<file path="src/rtl/axioma_mem_master.sv">
// rtl/axioma_mem_master.sv - byte-serial CPU load/store master with pointer update
// Splits 8/16-bit accesses into little-endian byte transfers toward an SRAM controller.
module axioma_mem_master #(
  parameter int TIMEOUT_CYCLES = 16
) (
  input  logic        clk,
  input  logic        reset,
  input  logic        req_valid,
  output logic        req_ready,
  input  logic [1:0]  req_op,
  input  logic [1:0]  req_ptr_mode,
  input  logic [15:0] req_addr,
  input  logic [15:0] req_wdata,
  output logic        resp_valid,
  output logic [15:0] resp_rdata,
  output logic [15:0] resp_ptr,
  output logic        resp_error,
  output logic [15:0] mem_addr,
  output logic [7:0]  mem_wdata,
  output logic        mem_read,
  output logic        mem_write,
  input  logic [7:0]  mem_rdata,
  input  logic        mem_ready,
  input  logic        mem_error
);

  typedef enum logic [2:0] {
    IDLE, ISSUE_LO, WAIT_LO, ISSUE_HI, WAIT_HI, DONE
  } state_t;

  localparam int CW = $clog2(TIMEOUT_CYCLES + 1);

  state_t        state, state_next;
  logic [CW-1:0] wait_cnt;
  logic          is_wide, is_store, err_q, resp_error_q;
  logic [7:0]    wdata_hi;
  logic [15:0]   ptr_q, acc, resp_rdata_q, resp_ptr_q;
  logic [15:0]   size, eff_addr, new_ptr;
  logic          accept, in_wait, byte_done, timed_out, issuing;

  assign accept    = req_valid && (state == IDLE);
  assign in_wait   = (state == WAIT_LO) || (state == WAIT_HI);
  // wait_cnt == 0 marks the guard cycle, where mem_ready is not trusted yet
  assign byte_done = in_wait && (wait_cnt != '0) && mem_ready;
  assign timed_out = in_wait && !byte_done && (wait_cnt == CW'(TIMEOUT_CYCLES - 1));
  assign issuing   = (state == ISSUE_LO) || (state == ISSUE_HI);

  assign size     = req_op[1] ? 16'd2 : 16'd1;
  assign eff_addr = (req_ptr_mode == 2'b10) ? req_addr - size : req_addr;
  assign new_ptr  = (req_ptr_mode == 2'b10) ? eff_addr :
                    (req_ptr_mode == 2'b01) ? req_addr + size : req_addr;

  assign req_ready  = (state == IDLE);
  assign mem_read   = issuing && !is_store;
  assign mem_write  = issuing && is_store;
  assign resp_valid = (state == DONE);
  // Result is visible straight from the accumulator in DONE, then held until the next DONE
  assign resp_rdata = (state == DONE) ? acc   : resp_rdata_q;
  assign resp_ptr   = (state == DONE) ? ptr_q : resp_ptr_q;
  assign resp_error = (state == DONE) ? err_q : resp_error_q;

  always_ff @(posedge clk or posedge reset) begin
    if (reset) state <= IDLE;
    else       state <= state_next;
  end

  always_comb begin
    state_next = state;
    case (state)
      IDLE:     if (accept) state_next = ISSUE_LO;
      ISSUE_LO: state_next = WAIT_LO;
      WAIT_LO: begin
        if (byte_done)      state_next = (mem_error || !is_wide) ? DONE : ISSUE_HI;
        else if (timed_out) state_next = DONE;
      end
      ISSUE_HI: state_next = WAIT_HI;
      WAIT_HI:  if (byte_done || timed_out) state_next = DONE;
      DONE:     state_next = IDLE;
      default:  state_next = IDLE;
    endcase
  end

  always_ff @(posedge clk or posedge reset) begin
    if (reset) begin
      wait_cnt     <= '0;
      is_wide      <= 1'b0;
      is_store     <= 1'b0;
      wdata_hi     <= 8'h00;
      ptr_q        <= 16'h0000;
      acc          <= 16'h0000;
      err_q        <= 1'b0;
      mem_addr     <= 16'h0000;
      mem_wdata    <= 8'h00;
      resp_rdata_q <= 16'h0000;
      resp_ptr_q   <= 16'h0000;
      resp_error_q <= 1'b0;
    end else begin
      wait_cnt <= in_wait ? wait_cnt + CW'(1) : '0;
      if (accept) begin
        is_wide   <= req_op[1];
        is_store  <= req_op[0];
        wdata_hi  <= req_wdata[15:8];
        ptr_q     <= new_ptr;
        mem_addr  <= eff_addr;
        mem_wdata <= req_wdata[7:0];
        acc       <= 16'h0000;
        err_q     <= 1'b0;
      end
      if (byte_done) begin
        if (mem_error)              err_q      <= 1'b1;
        else if (state == WAIT_LO)  acc[7:0]   <= mem_rdata;
        else                        acc[15:8]  <= mem_rdata;
        if (state == WAIT_LO && !mem_error && is_wide) begin
          mem_addr  <= mem_addr + 16'd1;
          mem_wdata <= wdata_hi;
        end
      end
      if (timed_out) err_q <= 1'b1;
      if (state == DONE) begin
        resp_rdata_q <= acc;
        resp_ptr_q   <= ptr_q;
        resp_error_q <= err_q;
      end
    end
  end

endmodule

</file>
<file path="config.mk">
export PLATFORM = sky130hd
export DESIGN_NAME = axioma_mem_master
export DESIGN_NICKNAME = d
export VERILOG_FILES = /design/src/rtl/axioma_mem_master.sv
export SDC_FILE = /design/constraint.sdc
export NUM_CORES = 1
export LEC_CHECK = 0
export ABC_CLOCK_PERIOD_IN_PS = 8700
export BUFFER_PORTS_ARGS = -buffer_cell sky130_fd_sc_hd__buf_2
export CAP_MARGIN = 20
export CORE_MARGIN = 5
export CORE_UTILIZATION = 34
export DETAILED_ROUTE_END_ITERATION = 12
export PLACE_DENSITY = 0.64
export SKIP_LAST_GASP = 1
export SYNTH_ARGS = -nofsm -noshare
export SYNTH_HDL_FRONTEND = slang
export SYNTH_SLANG_ARGS = --single-unit
</file>
<file path="constraint.sdc">
create_clock -name clk -period 8.7 [get_ports clk]
set_input_delay 0.87 -clock clk [delete_from_list [all_inputs] [get_ports clk]]
set_output_delay 0.87 -clock clk [all_outputs]
set_load 0.02 [all_outputs]
</file>
==> results of run 1 <==
-- critical path, stage by stage (launching register included) --
cell     delay, ns
dfrtp_1       0.49
nor2b_1       0.19
nand2_1       0.57
buf_4         0.39
mux2_2        0.39
buf_2         0.16
-- Yosys cell counts, types with 5 or more instances --
library cell,count
nand3_1,35
nand4_1,7
o31ai_1,6
mux2i_1,5
mux2_2,33
nor2b_1,6
nor4_1,6
o211ai_1,5
dfrtp_1,108
and2_1,5
ha_1,8
xor2_1,10
o21ai_0,42
a21oi_1,15
nand2_1,76
nor3_1,5
and3_1,6
inv_1,22
clkbuf_1,24
a31oi_1,10
a211oi_1,7
xnor2_1,13
nand2b_1,5
nor2_1,41
buf_2,5
-- routing by layer --
layer | part of all wire, % | vias up | global-route usage (%)
li1 | - | 2151 | -
met4 | 1.5 | 0 | 3.919
met5 | 0 | - | 0
met1 | 47 | 2083 | 21.08
met3 | 6.9 | 17 | 4.034
met2 | 45 | 135 | 23.00
-- state kept, by name (all words and copies together), names as in the netlist --
name	cells
mem_wdata	8
ptr_q	16
resp_rdata_q	16
is_wide	1
mem_addr	16
state	3
err_q	1
wait_cnt	5
resp_ptr_q	16
wdata_hi	8
acc	16
is_store	1
resp_error_q	1
-- report_power, final --
part | internal, mW | total [mW] | switching, mW
logic | 0.262 | 0.716 | 0.454
registers | 0.685 | 0.806 | 0.121
clock network | 0.225 | 0.416 | 0.191
total | 1.17 | 1.94 | 0.765
-- area by class of cell --
type                            count  area [sq um]  share of cell area, %
Multi-Input combinational cell    395          2506                  38.89
Tap cell                          216         270.3                  4.194
Clock buffer                        9         225.2                  3.495
Inverter                           22         85.08                  1.320
Timing Repair Buffer              114         583.1                  9.049
Sequential cell                   108          2703                  41.94
Clock inverter                      6         71.32                  1.107
-- placed cells by master (no fill, tap or decap), types with 3 or more instances in the layout --
cell type  synthesis  routed
buf_2              5     109
dfrtp_1          108     108
nand2_1           76      75
o21ai_0           42      42
nor2_1            41      41
nand3_1           35      35
mux2_2            33      33
inv_1             22      21
a21oi_1           15      15
xnor2_1           13      13
xor2_1            10      10
a31oi_1           10      10
clkbuf_16          0       9
ha_1               8       8
nand4_1            7       7
a211oi_1           7       7
nor2b_1            6       6
nor4_1             6       6
o31ai_1            6       6
and3_1             6       6
nand2b_1           5       5
and2_1             5       5
mux2i_1            5       5
nor3_1             5       5
o211ai_1           5       5
buf_4              0       5
o22ai_1            4       4
or3_1              4       4
and4_1             3       3
a32oi_1            3       3
-- path summary, 6_finish.rpt --
check | endpoint | slack (ns) | cells after the start
worst max-delay path | resp_rdata[8] | 5.27 | 5
worst min-delay path | err_q$_DFF_PP0_ | 0.48 | 2
worst max register to register | mem_addr[15]$_DFF_PP0_ | 6.23 | 7
worst min register to register | err_q$_DFF_PP0_ | 0.48 | 2
max in group asynchronous | resp_ptr_q[9]$_DFF_PP0_ | 6.87 | 3
min in group asynchronous | resp_rdata_q[14]$_DFF_PP0_ | 0.53 | 2
-- kinds of logic (layout without fill, tap and decap cells) --
logic type	after synthesis	in the layout	share of synthesized area, %
adder cells (fa/ha/maj)	10	10	2.583
multiplexers	38	38	7.770
AND/OR/NAND/NOR	216	216	19.81
buffers and inverters	55	151	4.058
flip-flops	108	108	49.80
AO/OA/AOI/OAI	108	108	12.27
XOR/XNOR	23	23	3.712
-- per-stage QoR --
| stage | cell area, sq um | setup slack [ns] | utilization (%) |
|---|---|---|---|
| after global routing | 6444 | 5.126 | 40.86 |
| after global placement | 6147 | 5.486 | 38.98 |
| after detailed placement | 6147 | 5.420 | 38.98 |
| final | 6444 | 5.273 | 40.86 |
| after CTS | 6444 | 5.214 | 40.86 |
| after floorplan | 5426 | 4.984 | - |
==> flow_metrics.py, run 1 <==
metrics = {
    "status": {
        "status": "finished clean",
    },
    "critical_path": {
        "critPathKind": "flop to primary output",
        "critPathRequiredTime_ns": 7.83,
        "r2r_start": "wait_cnt[0]$_DFF_PP0_",
        "cp.arrival_ns": 2.56,
        "end_kind": "primary output",
        "start_kind": "flop",
        "crit_fanout": 18,
        "crit_start": "state[0]$_DFFE_PP0P_",
    },
    "logic_synthesis": {
        "synth_area_leaders": "dfrtp_1, mux2_2, nand2_1",
        "yosys_warnings": 0,
        "netlist_area_sq_mm": 0.005426,
        "synth_cell_types": 55,
        "synth_top_cell_by_area": "dfrtp_1",
        "avgSynthCellArea_sq_um": 9.725,
        "synth_ff_type": "dfrtp_1",
        "synth_top_area_share_pct": 49.80,
        "synthArstFlopShare_pct": 100.0,
        "synth_edf_count": 0,
        "synth_cells": 558,
        "yosysSeqAreaShare_pct": 49.80,
        "synth_nets": 617,
        "synth-seq-cells": 108,
    },
    "timing": {
        "fin_tns_setup_ns": 0,
        "fin_crit_sh_pct": 39.40,
        "worst_clock_skew_ns": 0.01158,
        "fmax_mhz": 291.8,
        "tightestPinTransition_ns": 0.9509,
        "hold_violations": 0,
        "relSlewSlack_pct": 36.60,
        "rsz0062_at_grt": "false",
        "fin_crit_ns": 3.427,
        "hold_ws_ns": 0.4753,
        "setup_violations": 0,
        "drv_slew": 0,
    },
    "global_routing": {
        "grt_pass1_vias": 4204,
        "grt_usage_pct": 15.01,
        "grt_antenna_before_repair": 0,
        "grt_pass1_wl_mm": 22.05,
        "grt-ovfl-total": 0,
        "grt_max_degree": 74,
    },
    "cells_and_area": {
        "drive_gt1_share_pct": 25.84,
        "fill_cells": 1609,
        "fin_nets": 709,
        "area_delta_synth_final_pct": 18.75,
        "n_antenna_cell": 0,
        "instances_no_fill": 870,
    },
    "drt": {
        "drt_iter0_drc": 285,
        "routed_wl_mm": 13.74,
        "firstDrtPassIters": 4,
        "vias": 4386,
        "post_drt_via_cell_ratio": 5.041,
        "route.detailed.drc": 0,
        "drtAntennaViolNets": 0,
        "routedWlPerCell_um": 15.80,
    },
    "clock_network": {
        "cts_tree": "built",
        "clockBufferDepth": 2,
        "cts_sinks": 108,
        "post_cts_buffers": 0,
        "cts_made_buffers": 9,
        "ctsHtreeMaxLevel": 3,
        "cts_hold_buf": 0,
        "clock_latency_ns": 0.36,
        "cts.clk_slew.worst_paths_ns": 0.07,
        "clockRootBuffer": "clkbuf_16",
        "post_cts_resized": 0,
    },
    "floorplanning": {
        "die_w_um": 136.3,
        "die_area_sq_mm": 0.01859,
        "io_pins": 110,
        "core_sq_mm": 0.01577,
        "num_rows": 46,
        "start_util_pct": 34.41,
        "die-height_um": 136.3,
    },
    "placement": {
        "hpwl_mm": 9.816,
        "numPortBuffers": 109,
        "place.gp.congestion": 0.8522,
        "dp_cells": 855,
    },
    "power": {
        "p_leak_nw": 3.086,
        "p_per_area_mw_per_mm2": 300.7,
        "max-vdd-ir-drop_v": 0.0001399,
        "power_mw": 1.937,
    },
    "flow_run": {
        "max_cap_viol_count": 0,
    },
    "min_path": {
        "min_from": "err_q$_DFF_PP0_",
        "worstHoldPathType": "flop to flop",
    },
}
No activity file was read; power rests on OpenSTA's default activity.
==> run 2, diff against run 1 <==
--- a/config.mk
+++ b/config.mk
@@ -5,7 +5,7 @@
 export SDC_FILE = /design/constraint.sdc
 export NUM_CORES = 1
 export LEC_CHECK = 0
-export ABC_CLOCK_PERIOD_IN_PS = 8700
+export ABC_CLOCK_PERIOD_IN_PS = 3300
 export BUFFER_PORTS_ARGS = -buffer_cell sky130_fd_sc_hd__buf_2
 export CAP_MARGIN = 20
 export CORE_MARGIN = 5
==> constraint.sdc (replaced) <==
create_clock -name clk -period 3.3 [get_ports clk]
set_input_delay 0.33 -clock clk [delete_from_list [all_inputs] [get_ports clk]]
set_output_delay 0.33 -clock clk [all_outputs]
set_load 0.02 [all_outputs]
==> run 2 against run 1 <==
Net effect: non-clock buffer count is 4 higher; sequential share of layout area is 0.18 points lower; die area stayed put.
==> flow_metrics.py, run 2 (same netlist as run 1, synthesis figures left out) <==
metrics = {
    "cells_and_area": {
        "final_cell_mix": "buf_2, dfrtp_1, nand2_1",
        "final_common_cell": "buf_2",
        "fin_util_pct": 41.03,
        "area_delta_synth_final_pct": 19.25,
        "n_antenna_cell": 0,
        "fin_nets": 713,
        "fill_cells": 1598,
        "drive_gt1_share_pct": 26.40,
        "instances_no_fill": 875,
    },
    "floorplanning": {
        "num_rows": 46,
        "die_area_sq_mm": 0.01859,
        "io_pins": 110,
        "start_util_pct": 34.41,
        "core_sq_mm": 0.01577,
        "die-height_um": 136.3,
        "die_w_um": 136.3,
    },
    "drt": {
        "route.detailed.drc": 0,
        "vias": 4376,
        "routedWlPerCell_um": 15.85,
        "drt_iter0_drc": 354,
        "drtAntennaViolNets": 0,
        "wl_met3_um": 827,
        "post_drt_via_cell_ratio": 5.001,
        "routed_wl_mm": 13.87,
        "top_layer_used": "met4",
        "firstDrtPassIters": 5,
        "route.met2.wl_mm": 6.197,
        "m1WireLength_mm": 6.668,
    },
    "min_path": {
        "worstHoldPathType": "input port to async pin",
    },
    "critical_path": {
        "rr_endpoint": "mem_addr[15]$_DFF_PP0_",
        "start_kind": "flop",
        "rrSetupSlack_ns": 0.91,
        "critPathKind": "flop to primary output",
        "r2r_cells": 8,
        "critPathRequiredTime_ns": 2.97,
        "r2r_start": "wait_cnt[0]$_DFF_PP0_",
        "crit_start": "state[0]$_DFFE_PP0P_",
        "end_kind": "primary output",
        "crit_fanout": 34,
        "critical_path.endpoint": "resp_rdata[8]",
        "cp_slowest_cell": "dfrtp_1",
        "cp.arrival_ns": 2.12,
        "cpPeakStageDelay_ns": 0.49,
        "worstPathCellList": "nor2b_1 > nand2_1 > buf_4 > mux2_2 > buf_2",
    },
    "global_routing": {
        "grt-ovfl-total": 0,
        "grt_pass1_wl_mm": 22.34,
        "grt_usage_pct": 15.31,
        "grt_antenna_before_repair": 0,
        "grt_pass1_vias": 4192,
        "grt_max_degree": 71,
    },
    "placement": {
        "hpwl_mm": 10.12,
        "dp_cells": 859,
        "numPortBuffers": 109,
        "place.gp.congestion": 0.8825,
    },
    "clock_network": {
        "clock_latency_ns": 0.36,
        "post_cts_buffers": 0,
        "ctsHtreeMaxLevel": 3,
        "clockBufferDepth": 2,
        "cts_sinks": 108,
        "post_cts_resized": 0,
        "cts_hold_buf": 0,
        "cts.clk_slew.worst_paths_ns": 0.07,
        "cts_tree": "built",
        "clockRootBuffer": "clkbuf_16",
        "cts_made_buffers": 9,
    },
    "timing": {
        "rsz0062_at_grt": "false",
        "fmax_mhz": 408.6,
        "relSlewSlack_pct": 41.82,
        "fin_crit_sh_pct": 74.17,
        "tightestPinTransition_ns": 0.8727,
        "hold_ws_ns": 0.1552,
        "drv_slew": 0,
        "setup_violations": 0,
        "worst_clock_skew_ns": 0.01087,
        "fin_crit_ns": 2.448,
        "hold_violations": 0,
        "fin_tns_setup_ns": 0,
    },
    "flow_run": {
        "max_cap_viol_count": 0,
    },
    "power": {
        "max-vdd-ir-drop_v": 0.0004642,
        "p_per_area_mw_per_mm2": 785.9,
        "p_leak_nw": 3.111,
    },
    "status": {
        "status": "finished clean",
    },
}
## run 2: cell count changes in the layout (fill, tap and decap cells not counted)
cell,before,now
inv_6,1,3
buf_4,5,8
clkinvlp_4,1,0
buf_12,0,1
clkinv_2,1,2
bufinv_16,1,0
## run 2: routing by layer
| layer | vias to the layer above | track usage [%] |
|---|---|---|
| met4 | 0 | 4.311 |
| met5 | - | 0 |
| met1 | 2083 | 21.57 |
| li1 | 2148 | - |
| met3 | 14 | 3.997 |
| met2 | 131 | 23.28 |
## run 2: worst min path at each step
| stage | from | endpoint | cells after the start |
|---|---|---|---|
| after floorplan | req_addr[11] | mem_addr[11]$_DFF_PP0_ | 1 |
| after global placement | wdata_hi[1]$_DFFE_PP0P_ | wdata_hi[1]$_DFFE_PP0P_ | 2 |
| after global routing | req_wdata[11] | wdata_hi[3]$_DFFE_PP0P_ | 3 |
| after CTS | req_wdata[8] | wdata_hi[0]$_DFFE_PP0P_ | 3 |
| after detailed placement | wdata_hi[3]$_DFFE_PP0P_ | wdata_hi[3]$_DFFE_PP0P_ | 2 |
| final | reset | resp_rdata_q[13]$_DFF_PP0_ | 2 |
## run 2: area by class of cell
cell class | count | area, sq um | area share [%]
Clock inverter | 7 | 56.30 | 0.8701
Inverter | 22 | 85.08 | 1.315
Tap cell | 216 | 270.3 | 4.176
Clock buffer | 9 | 225.2 | 3.480
Sequential cell | 108 | 2703 | 41.76
Multi-Input combinational cell | 395 | 2506 | 38.73
Timing Repair Buffer | 118 | 625.6 | 9.667
## run 2: per-stage QoR
stage	area (sq um)	setup WS, ns	total power, mW
floorplan	5426	0.1244	3.408
global placement	6190	0.9234	4.062
detailed placement	6190	0.8847	4.092
CTS	6471	0.8217	5.161
global route	6471	0.7124	5.442
finish	6471	0.8524	5.086
## run 2: power by group
group / internal, mW / leakage, nW / total, mW / switching [mW]
clock network: 0.525 / 0.142 / 1.05 / 0.528
logic: 0.704 / 1.58 / 1.91 / 1.20
registers: 1.80 / 1.39 / 2.13 / 0.322
total: 3.03 / 3.11 / 5.09 / 2.05
## run 2: worst max-delay path: cells and delay by family, from the launching register on
kind,cells,cell delay (ns)
buf+inv,2,0.58
simple gates,2,0.27
flops,1,0.49
mux,1,0.42
==> run 3, diff against run 2 <==
--- a/config.mk
+++ b/config.mk
@@ -5,13 +5,13 @@
 export SDC_FILE = /design/constraint.sdc
 export NUM_CORES = 1
 export LEC_CHECK = 0
-export ABC_CLOCK_PERIOD_IN_PS = 3300
+export ABC_CLOCK_PERIOD_IN_PS = 2000
 export BUFFER_PORTS_ARGS = -buffer_cell sky130_fd_sc_hd__buf_2
 export CAP_MARGIN = 20
 export CORE_MARGIN = 5
 export CORE_UTILIZATION = 34
 export DETAILED_ROUTE_END_ITERATION = 12
-export PLACE_DENSITY = 0.64
+export PLACE_DENSITY = 0.66
 export SKIP_LAST_GASP = 1
 export SYNTH_ARGS = -nofsm -noshare
 export SYNTH_HDL_FRONTEND = slang
==> constraint.sdc (replaced) <==
create_clock -name clk -period 2 [get_ports clk]
set_input_delay 0.2 -clock clk [delete_from_list [all_inputs] [get_ports clk]]
set_output_delay 0.2 -clock clk [all_outputs]
set_load 0.02 [all_outputs]
==> run 3 against run 2 <==
Net effect: the flow now finishes with violations (negative setup slack); power up 89%; sequential share of layout area is 5.2 points lower; worst hold slack worse by 0.13 ns; die area unchanged; combinational power up 120%; core utilization up 5.8 points; final cell count up 5.6%; routed wire length increased by 9.6%; flip-flop and latch count is the same; register-to-register slack lost 0.84 ns; clock skew decreased by 0.0033 ns.
==> flow_metrics.py, run 3 (same netlist as run 1, synthesis figures left out) <==
metrics = {
    "clock_network": {
        "clock_latency_ns": 0.36,
        "cts_made_buffers": 9,
        "cts_tree": "built",
        "clockRootBuffer": "clkbuf_16",
        "cts.clk_slew.worst_paths_ns": 0.07,
        "ctsHtreeMaxLevel": 3,
        "cts_sinks": 108,
        "clockBufferDepth": 2,
    },
    "drt": {
        "drt_iter0_drc": 232,
        "route.detailed.drc": 0,
        "vias": 4649,
        "routedWlPerCell_um": 16.45,
        "routed_wl_mm": 15.20,
        "post_drt_via_cell_ratio": 5.031,
        "firstDrtPassIters": 4,
        "drtAntennaViolNets": 0,
    },
    "status": {
        "failed_checks": "negative setup slack",
        "status": "finished with violations",
    },
    "cells_and_area": {
        "fin_nets": 763,
        "final_area_sq_mm": 0.007387,
        "final_cell_mix": "dfrtp_1, buf_2, nand2_1",
        "final_common_cell": "dfrtp_1",
        "instances_no_fill": 924,
        "area_delta_synth_final_pct": 36.13,
        "n_antenna_cell": 0,
        "drive_gt1_share_pct": 32.20,
    },
    "placement": {
        "place_ws_ns": -0.1866,
        "place.gp.congestion": 0.8745,
        "dp_cells": 897,
        "numPortBuffers": 109,
        "postPlaceCellArea_sq_mm": 0.006545,
        "hpwl_mm": 10.85,
    },
    "timing": {
        "hold_violations": 0,
        "tightestPinTransition_ns": 0.5290,
        "setup_violations": 18,
        "relSlewSlack_pct": 64.73,
        "fin_crit_ns": 2.028,
        "drv_slew": 0,
        "worst_clock_skew_ns": 0.007612,
        "fin_crit_sh_pct": 101.4,
        "rsz0062_at_grt": "true",
        "fmax_mhz": 493.2,
        "worst_slack_ns": -0.02768,
    },
    "power": {
        "p_sw_mw": 3.591,
        "max-vdd-ir-drop_v": 0.0007618,
        "p_int_mw": 6.010,
        "p_per_area_mw_per_mm2": 1300,
        "pwr-share-comb_pct": 43.1,
        "p_leak_nw": 3.601,
        "swShare_pct": 37.41,
        "power_frac_clock_pct": 20.3,
        "seq_power_share_pct": 36.5,
    },
    "critical_path": {
        "end_kind": "primary output",
        "crit_fanout": 8,
        "critPathKind": "flop to primary output",
        "start_kind": "flop",
        "critPathRequiredTime_ns": 1.80,
        "cp.arrival_ns": 1.83,
    },
    "floorplanning": {
        "die_area_sq_mm": 0.01859,
        "die_w_um": 136.3,
        "num_rows": 46,
        "die-height_um": 136.3,
        "start_util_pct": 34.41,
        "core_sq_mm": 0.01577,
        "io_pins": 110,
    },
    "global_routing": {
        "grt_max_degree": 42,
        "grt_pass1_vias": 4588,
        "grt_usage_pct": 16.58,
        "grt_antenna_before_repair": 0,
        "grt_pass1_wl_mm": 24.21,
        "grt-ovfl-total": 0,
    },
    "flow_run": {
        "max_cap_viol_count": 0,
    },
    "min_path": {
        "worstHoldPathType": "input port to flop",
    },
}
==> run 3: changes by cell type in the layout (fill, tap and decap cells not counted), moves of 7 or more <==
cell    before  now
buf_4        8   46
buf_6        0   35
buf_2      109   76
mux2_2      33    0
mux2_4       0   33
buf_12       1    8
==> run 3: path summary, 6_finish.rpt <==
check | depth (start not counted) | startpoint | endpoint | slack, ns
max | 7 | state[1]$_DFFE_PP0P_ | resp_ptr[15] | -0.03
min | 3 | req_wdata[10] | wdata_hi[2]$_DFFE_PP0P_ | 0.03
max reg2reg | 7 | state[0]$_DFFE_PP0P_ | mem_addr[10]$_DFF_PP0_ | 0.07
min reg2reg | 2 | wdata_hi[3]$_DFFE_PP0P_ | wdata_hi[3]$_DFFE_PP0P_ | 0.48
max in group asynchronous | 4 | reset | mem_wdata[2]$_DFF_PP0_ | 1.04
min in group asynchronous | 4 | reset | resp_rdata_q[15]$_DFF_PP0_ | 0.54
==> run 3: routing by layer <==
layer  vias up  GRT usage, %  part of all wire (%)
met5         -             0                     0
met4         0         5.039                   1.9
met3        18         3.997                   6.2
met2       142         25.84                    47
met1      2239         22.89                    45
li1       2250             -                     -
==> run 3: area by class of cell <==
cell class / instances / area [sq um]
sequential: 108 / 2703
clock inverter: 6 / 95.09
tap: 216 / 270.3
timing repair buffer: 168 / 1345
fill: 1526 / 8383
inverter: 22 / 86.33
multi-input combinational: 395 / 2663
clock buffer: 9 / 225.2
==> run 3: what timing repair did <==
item	in CTS	in global routing
setup endpoints to repair	35	38
hold buffers	1	0
buffers inserted	5	4
hold endpoints to repair	31	0
cloned	3	0
pin swaps	1	2
gates resized for setup	82	34
==> run 3: power by group through the flow <==
stage | sequential (mW) | combinational [mW] | clock [mW]
finish | 3.51 | 4.14 | 1.95
global route | 3.61 | 4.49 | 2.09
CTS | 3.49 | 3.97 | 2.00
detailed placement | 3.51 | 3.47 | 0
global placement | 3.50 | 3.42 | 0
floorplan | 3.65 | 1.97 | 0
==> run 3: metrics by stage <==
stage / utilization, % / power [mW] / TNS, ns / hold WS [ns]
after floorplan: - / 5.625 / 0 / 0.3011
after global placement: 41.50 / 6.914 / -1.188 / 0.3591
after detailed placement: 41.50 / 6.983 / -1.924 / 0.3593
after CTS: 46.13 / 9.461 / -0.8341 / 0.01515
after global routing: 46.84 / 10.19 / -1.813 / 0.02822
final: 46.84 / 9.601 / -0.3430 / 0.02772
==> run 3: critical path, cell delays in order (launching register included) <==
cell	delay (ns)
dfrtp_1	0.40
buf_6	0.13
nor2b_4	0.13
nand2_4	0.08
buf_6	0.14
buf_12	0.14
mux2_4	0.31
buf_6	0.13
